<file path="config.mk">
export PLATFORM = sky130hd
export DESIGN_NAME = div_issue_ctrl_flat
export DESIGN_NICKNAME = d
export VERILOG_FILES = /design/src/rtl/div_pkg.sv /design/src/rtl/div_issue_ctrl_if.sv /design/src/rtl/div_issue_ctrl.sv /design/src/flat_wrapper.sv
export SDC_FILE = /design/constraint.sdc
export NUM_CORES = 1
export LEC_CHECK = 0
export ABC_AREA = 1
export CAP_MARGIN = 5
export CORE_AREA = 4 4 117 119
export CTS_CLUSTER_SIZE = 14
export DETAILED_ROUTE_END_ITERATION = 12
export DIE_AREA = 0 0 121 123
export PLACE_DENSITY_LB_ADDON = 0.2
export REMOVE_ABC_BUFFERS = 1
export SYNTH_ARGS = -nofsm -noshare
export SYNTH_HDL_FRONTEND = slang
export SYNTH_SLANG_ARGS = --single-unit
</file>
<file path="constraint.sdc">
create_clock -name clk -period 2.3 [get_ports clk]
set_input_delay 0.46 -clock clk [delete_from_list [all_inputs] [get_ports clk]]
set_output_delay 0.46 -clock clk [all_outputs]
set_load 0.02 [all_outputs]
</file>
<file path="src/rtl/div_pkg.sv">
// Shared types for the divider issue controller: FSM encoding and the
// layout of the divider IP result word.
package div_pkg;

    typedef enum logic [2:0] {
        ST_IDLE  = 3'd0,
        ST_ISSUE = 3'd1,
        ST_WAIT  = 3'd2,
        ST_DONE  = 3'd3,
        ST_DRAIN = 3'd4
    } div_state_t;

    // dout_tdata is {quotient, remainder}; these pick the W-bit half.
    localparam int REM_HALF = 0;
    localparam int QUO_HALF = 1;

endpackage

</file>
<file path="src/rtl/div_issue_ctrl_if.sv">
// AXI-stream side of the divider issue controller: issue channels and
// result channels of the signed and unsigned divider IPs.
interface div_issue_ctrl_if #(
    parameter int W = 32
);
    logic           s_div_tvalid;
    logic           s_div_tready;
    logic           u_div_tvalid;
    logic           u_div_tready;
    logic [W-1:0]   div_dividend;
    logic [W-1:0]   div_divisor;
    logic           s_dout_tvalid;
    logic [2*W-1:0] s_dout_tdata;
    logic           u_dout_tvalid;
    logic [2*W-1:0] u_dout_tdata;

    modport master (
        output s_div_tvalid, u_div_tvalid, div_dividend, div_divisor,
        input  s_div_tready, u_div_tready,
        input  s_dout_tvalid, s_dout_tdata, u_dout_tvalid, u_dout_tdata
    );

    modport slave (
        input  s_div_tvalid, u_div_tvalid, div_dividend, div_divisor,
        output s_div_tready, u_div_tready,
        output s_dout_tvalid, s_dout_tdata, u_dout_tvalid, u_dout_tdata
    );
endinterface

</file>
<file path="src/rtl/div_issue_ctrl.sv">
// Issues one EX-stage division to the signed or unsigned divider IP,
// holds the selected result until retirement and drains results after a flush.
//
// state    | meaning
// ---------+----------------------------------------------------------
// IDLE     | no op; capture operands on req_valid & !flush
// ISSUE    | tvalid to the selected IP until it accepts
// WAIT     | op accepted, waiting for the selected dout_tvalid
// DONE     | result held on res_data until ex_accept or flush
// DRAIN    | flushed op in flight; discard its result, then IDLE
module div_issue_ctrl
    import div_pkg::*;
#(
    parameter int W = 32
) (
    input  logic          clk,
    input  logic          resetn,
    input  logic          flush,
    input  logic          req_valid,
    input  logic          req_signed,
    input  logic          req_mod,
    input  logic [W-1:0]  req_dividend,
    input  logic [W-1:0]  req_divisor,
    input  logic          ex_accept,
    output logic          res_valid,
    output logic [W-1:0]  res_data,
    output logic          busy,
    div_issue_ctrl_if.master dbus
);

    div_state_t     state;
    div_state_t     state_nxt;
    logic           load_op;
    logic           load_res;
    logic           sel_signed;
    logic           sel_mod;
    logic [W-1:0]   dividend_q;
    logic [W-1:0]   divisor_q;
    logic [W-1:0]   res_q;
    logic           sel_tready;
    logic           sel_dout_valid;
    logic [2*W-1:0] sel_dout_data;
    logic [W-1:0]   sel_quo;
    logic [W-1:0]   sel_rem;

    // Only the IP chosen at capture time is ever listened to.
    assign sel_tready     = sel_signed ? dbus.s_div_tready  : dbus.u_div_tready;
    assign sel_dout_valid = sel_signed ? dbus.s_dout_tvalid : dbus.u_dout_tvalid;
    assign sel_dout_data  = sel_signed ? dbus.s_dout_tdata  : dbus.u_dout_tdata;
    assign sel_quo        = sel_dout_data[QUO_HALF*W +: W];
    assign sel_rem        = sel_dout_data[REM_HALF*W +: W];

    always_comb begin
        state_nxt = state;
        load_op   = 1'b0;
        load_res  = 1'b0;
        case (state)
            ST_IDLE: begin
                if (req_valid && !flush) begin
                    state_nxt = ST_ISSUE;
                    load_op   = 1'b1;
                end
            end
            ST_ISSUE: begin
                if (sel_tready) begin
                    state_nxt = flush ? ST_DRAIN : ST_WAIT;
                end else if (flush) begin
                    state_nxt = ST_IDLE;
                end
            end
            ST_WAIT: begin
                if (sel_dout_valid) begin
                    if (flush) begin
                        state_nxt = ST_IDLE;
                    end else begin
                        state_nxt = ST_DONE;
                        load_res  = 1'b1;
                    end
                end else if (flush) begin
                    state_nxt = ST_DRAIN;
                end
            end
            ST_DONE: begin
                if (ex_accept || flush) begin
                    state_nxt = ST_IDLE;
                end
            end
            ST_DRAIN: begin
                if (sel_dout_valid) begin
                    state_nxt = ST_IDLE;
                end
            end
            default: state_nxt = ST_IDLE;
        endcase
    end

    always_ff @(posedge clk) begin
        if (!resetn) begin
            state      <= ST_IDLE;
            sel_signed <= 1'b0;
            sel_mod    <= 1'b0;
            dividend_q <= '0;
            divisor_q  <= '0;
            res_q      <= '0;
        end else begin
            state <= state_nxt;
            if (load_op) begin
                sel_signed <= req_signed;
                sel_mod    <= req_mod;
                dividend_q <= req_dividend;
                divisor_q  <= req_divisor;
            end
            if (load_res) begin
                res_q <= sel_mod ? sel_rem : sel_quo;
            end
        end
    end

    assign res_valid         = (state == ST_DONE);
    assign res_data          = res_q;
    assign busy              = (state != ST_IDLE);
    assign dbus.s_div_tvalid = (state == ST_ISSUE) &&  sel_signed;
    assign dbus.u_div_tvalid = (state == ST_ISSUE) && !sel_signed;
    assign dbus.div_dividend = dividend_q;
    assign dbus.div_divisor  = divisor_q;

endmodule

</file>
<file path="src/flat_wrapper.sv">
// flat-port wrapper written by rule: the top's interface ports become plain ports
module div_issue_ctrl_flat import div_pkg::*;
#(
    parameter int W = 32
)
  (clk, resetn, flush, req_valid, req_signed, req_mod, req_dividend, req_divisor, ex_accept, res_valid, res_data, busy, dbus_s_div_tvalid, dbus_u_div_tvalid, dbus_div_dividend, dbus_div_divisor, dbus_s_div_tready, dbus_u_div_tready, dbus_s_dout_tvalid, dbus_s_dout_tdata, dbus_u_dout_tvalid, dbus_u_dout_tdata);
  div_issue_ctrl_if #(.W(W)) dbus_i ();
  input  logic clk;
  input  logic resetn;
  input  logic flush;
  input  logic req_valid;
  input  logic req_signed;
  input  logic req_mod;
  input  logic [W-1:0] req_dividend;
  input  logic [W-1:0] req_divisor;
  input  logic ex_accept;
  output logic res_valid;
  output logic [W-1:0] res_data;
  output logic busy;
  output wire logic [$bits(dbus_i.s_div_tvalid)-1:0] dbus_s_div_tvalid;
  output wire logic [$bits(dbus_i.u_div_tvalid)-1:0] dbus_u_div_tvalid;
  output wire logic [$bits(dbus_i.div_dividend)-1:0] dbus_div_dividend;
  output wire logic [$bits(dbus_i.div_divisor)-1:0] dbus_div_divisor;
  input wire logic [$bits(dbus_i.s_div_tready)-1:0] dbus_s_div_tready;
  input wire logic [$bits(dbus_i.u_div_tready)-1:0] dbus_u_div_tready;
  input wire logic [$bits(dbus_i.s_dout_tvalid)-1:0] dbus_s_dout_tvalid;
  input wire logic [$bits(dbus_i.s_dout_tdata)-1:0] dbus_s_dout_tdata;
  input wire logic [$bits(dbus_i.u_dout_tvalid)-1:0] dbus_u_dout_tvalid;
  input wire logic [$bits(dbus_i.u_dout_tdata)-1:0] dbus_u_dout_tdata;
  assign dbus_s_div_tvalid = dbus_i.s_div_tvalid;
  assign dbus_u_div_tvalid = dbus_i.u_div_tvalid;
  assign dbus_div_dividend = dbus_i.div_dividend;
  assign dbus_div_divisor = dbus_i.div_divisor;
  assign dbus_i.s_div_tready = dbus_s_div_tready;
  assign dbus_i.u_div_tready = dbus_u_div_tready;
  assign dbus_i.s_dout_tvalid = dbus_s_dout_tvalid;
  assign dbus_i.s_dout_tdata = dbus_s_dout_tdata;
  assign dbus_i.u_dout_tvalid = dbus_u_dout_tvalid;
  assign dbus_i.u_dout_tdata = dbus_u_dout_tdata;
  div_issue_ctrl #(.W(W)) u_core (.clk(clk), .resetn(resetn), .flush(flush), .req_valid(req_valid), .req_signed(req_signed), .req_mod(req_mod), .req_dividend(req_dividend), .req_divisor(req_divisor), .ex_accept(ex_accept), .res_valid(res_valid), .res_data(res_data), .busy(busy), .dbus(dbus_i));
endmodule
</file>
# Yosys cells after proc, flatten, opt, wreduce, memory -nomap -nowiden
# Cells that the tools add are included.
# totals
in_bits,203
reg_bits,101
output_inout_bits,100
wordCells,43
# op_classes
muxes,19
eq_ne,9
reduce_logical,9
# op_table
cell,n
2-to-1 mux 64 bit,1
2-to-1 mux 32 bit,1
2-to-1 mux 3 bit,8
case mux 3 bit (5 select lines),1
2-to-1 mux 1 bit,7
equality test 3 x 2 -> 1 bit (second input constant),2
!= test 2 x 1 -> 1 bit (second input constant),3
!= test 3 x 2 -> 1 bit (second input constant),2
AND reduction 5 bit,1
equality test 3 x 1 -> 1 bit (second input constant),1
equality test 3 bit (second input constant),1
logical AND 1 bit,3
logical NOT 3 bit,1
nonzero test 3 bit,1
logical NOT 1 bit,2
2-to-1 mux 2 bit,1
logical OR 1 bit,1

# Logic depth before layout (Yosys ltp)
# depth
word_depth,4
ltp_mapped,10
mapped_depth_nobuf,9

# Worst setup path before layout
# OpenSTA, ideal clock, no wires.
# synth_path
kind,reg2out
start,register u_core.sel_signed
end,output dbus_s_div_tvalid
arrival_time_ps,1063
stages_incl_launch_ff,6
t_required_ps,1840
setup_slack_ps,777
path_buffers,3
path_cell_list,dfxtp_1 buf_4 inv_2 buf_2 buf_2 nor2_1
# synth_between
elab_chain_cells,1
# synth_lines
item,line_no,rtl
from (decl),div_issue_ctrl.sv:35,logic sel_signed;
from (signal assigned),div_issue_ctrl.sv:108,sel_signed <= req_signed;
logical AND 1 bit,div_issue_ctrl.sv:122,assign dbus.s_div_tvalid = (state == ST_ISSUE) && sel_signed;
to (decl),flat_wrapper.sv:20,output wire logic [$bits(dbus_i.s_div_tvalid)-1:0] dbus_s_div_tvalid;
# No other way between the ends.

# Final worst setup path
# layout_path
start,register u_core.state[1]
end,output res_valid
# layout_between
elab_chain_cells,1
# layout_lines
item,line_no,rtl
from (decl),div_issue_ctrl.sv:31,div_state_t state;
from (signal assigned),div_issue_ctrl.sv:106,state <= state_nxt;
equality test 3 x 2 -> 1 bit,div_issue_ctrl.sv:119,assign res_valid = (state == ST_DONE);
to (decl),flat_wrapper.sv:17,output logic res_valid;
# No other way between the ends.

==> results.sh <==
export IMPL_status="complete, no violations"
export IMPL_regArea_sq_um=2020
export IMPL_dpl_hpwl_um=12100
export IMPL_antenna_cells=0
export IMPL_synth_area_sq_um=4570
export IMPL_io_buffers=302
export IMPL_dpl_cell_count=1097
export IMPL_cts_buffers=9
export IMPL_ys_ff_latch=101
export IMPL_drv_cap=0
export IMPL_yosys_warnings=0
export IMPL_yosysSeqAreaShare=0.442
export IMPL_antenna_found_initial=0
export IMPL_cts_max_level=3
export IMPL_synthTopCellsByArea="dfxtp_1 44%, nor2_1 22%, o21ai_0 10%"
export IMPL_antenna_left=0
export IMPL_synth_xor_area_frac=0
export IMPL_synth_top_area_frac=0.442
export IMPL_slew_headroom=0.583
export IMPL_die_width_um=121
export IMPL_place_gp_congestion=0.867
export IMPL_synth_cells=668
export IMPL_setup_viol=0
export IMPL_cts_resized=0
export IMPL_vdd_drop_max_mv=0.474
export IMPL_min_period_over_period=0.946
export IMPL_synth_compound_area_frac=0.231
export IMPL_layout_commonest_cell="clkdlybuf4s50_1"
export IMPL_initialDrtViolationCount=397
export IMPL_drive_gt1_frac=0.0372
export IMPL_via_per_inst=4.75
export IMPL_required_ps=1840
export IMPL_rows=41
export IMPL_die_h_um=123
export IMPL_clock_sinks=101
export IMPL_worstMarginPinSlew_ps=626
export IMPL_powerDensity_nw_per_um2=763
export IMPL_cts_tree="done"
export IMPL_dr_total_vias=5279
export IMPL_clockBufferDepth=2
export IMPL_skew_ps=6.99
export IMPL_final_max_slew_viol_count=0
export IMPL_leakage_nw=3.17
export IMPL_fillers=1130
export IMPL_avgRoutedWirePerCell_um=14.9
export IMPL_synth_top_family_by_area="simple AND/OR/NAND/NOR gates"
export IMPL_io_pins=303
export IMPL_synth_cell_type_count=21
export IMPL_arrival_ps=1720
export IMPL_area_growth_pct=73.8
export IMPL_final_util=0.632
export IMPL_worstSetupStartpointType="register"
export IMPL_drtPass1Iterations=4
export IMPL_synth_simple_area_share=0.252
export IMPL_core_sq_um=12600
export IMPL_clock_latency_ps=340
export IMPL_drt_wl_total_um=16600
export IMPL_finalCriticalPeriod_ps=2180
export IMPL_grt_pass1_wl_um=25100
export IMPL_rsz0062_at_grt="false"
export IMPL_hold_path_class="reg2reg"
export IMPL_yosysTopAreaCell="dfxtp_1"
export IMPL_final_cell_mix="299 x clkdlybuf4s50_1, 268 x nor2_1, 100 x dfxtp_1, 95 x o21ai_0, 68 x o21ai_1"
export IMPL_grt_usage=0.213
export IMPL_dieArea_sq_um=14900
export IMPL_hold_viol=0
export IMPL_cts_setup_buffers=0
export IMPL_nNetsFinal=1139
export IMPL_drc=0
export IMPL_critPathMaxFanout=6
export IMPL_end_kind="primary output"
export IMPL_fmax_mhz=460
export IMPL_multi_input_area_sq_um=2210
export IMPL_finalNonFillerCells=1112
export IMPL_syn_area_per_cell_sq_um=6.84
export IMPL_synthMuxAreaShare=0
export IMPL_path_class="reg2out"
export IMPL_first_global_vias=4978
export IMPL_start_util=0.364
export IMPL_hold_buffers=0
export IMPL_synth_fa_ha_area_frac=0
export IMPL_gr_total_overflow=0
export IMPL_clkTransAtPathRegs_ps=60
export IMPL_cts_root_buffer="clkbuf_16"
export IMPL_grt_max_degree=102
## per-layer routing
metal  vias up  global-route usage  part of all wire
met5         -                   0                 0
met3        20              0.0796              0.11
met2       229               0.373              0.48
met4         0              0.0814             0.023
met1      2294               0.235              0.39
li1       2736                   -                 -
## cell usage after synthesis (all sizes together)
cell / number
o21ai: 163
a31oi: 32
nor3: 1
clkbuf: 18
nand2: 18
a21oi: 6
nor2: 272
a21boi: 1
nand3: 6
nand3b: 1
dfxtp: 101
inv: 13
buf: 36
## critical path: stages (launching register included)
cell and delay [ps]:
dfxtp_1 440, inv_1 130, nor3_1 150, clkdlybuf4s50_1 660
## logic make-up (layout without fill, tap and decap cells)
family / after synthesis / in the layout
AO/OA/AOI/OAI: 202 / 202
buffers and inverters: 67 / 339
flip-flops: 101 / 101
AND/OR/NAND/NOR: 298 / 298
## layout make-up
type	instances	share of cell area
multi-input combinational	500	0.278
tap	172	0.0271
sequential	101	0.255
timing repair buffer	311	0.397
inverter	13	0.00614
clock inverter	3	0.00583
clock buffer	12	0.0310
## power by group
group / internal [mW] / switching [mW] / total (mW) / leakage [nW]
logic: 1.09 / 1.28 / 2.37 / 2.21
registers: 2.02 / 0.153 / 2.17 / 0.824
clock network: 0.871 / 0.647 / 1.52 / 0.139
total: 3.98 / 2.08 / 6.06 / 3.17
## final timing paths
path,from,end,slack [ps],depth (start not counted)
max,u_core.state[1],res_valid,120,3
max reg2reg,u_core.sel_signed,u_core.state[2],720,9
min,u_core.dbus.div_dividend[15],u_core.dbus.div_dividend[15],500,2
min reg2reg,u_core.dbus.div_dividend[15],u_core.dbus.div_dividend[15],500,2
## state kept, by name, indices dropped and copies added, names as in the netlist
name	flops
u_core.dbus.div_dividend	32
u_core.dbus.div_divisor	32
u_core.res_data	32
u_core.state	3
u_core.sel_mod	1
u_core.sel_signed	1
## stage by stage
stage	total power [mW]	TNS, ps	cell area [sq um]	hold WS (ps)	worst slack [ps]
6_report	6.06	0	7940	497	125
5_1_grt	6.44	0	7940	532	37.4
4_1_cts	6.12	0	7940	501	45.5
3_5_place_dp	4.60	0	7640	483	376
3_3_place_gp	4.58	0	7640	477	403
2_1_floorplan	3.38	-59040	4280	514	-1590
No activity file was read; power rests on OpenSTA's default activity.
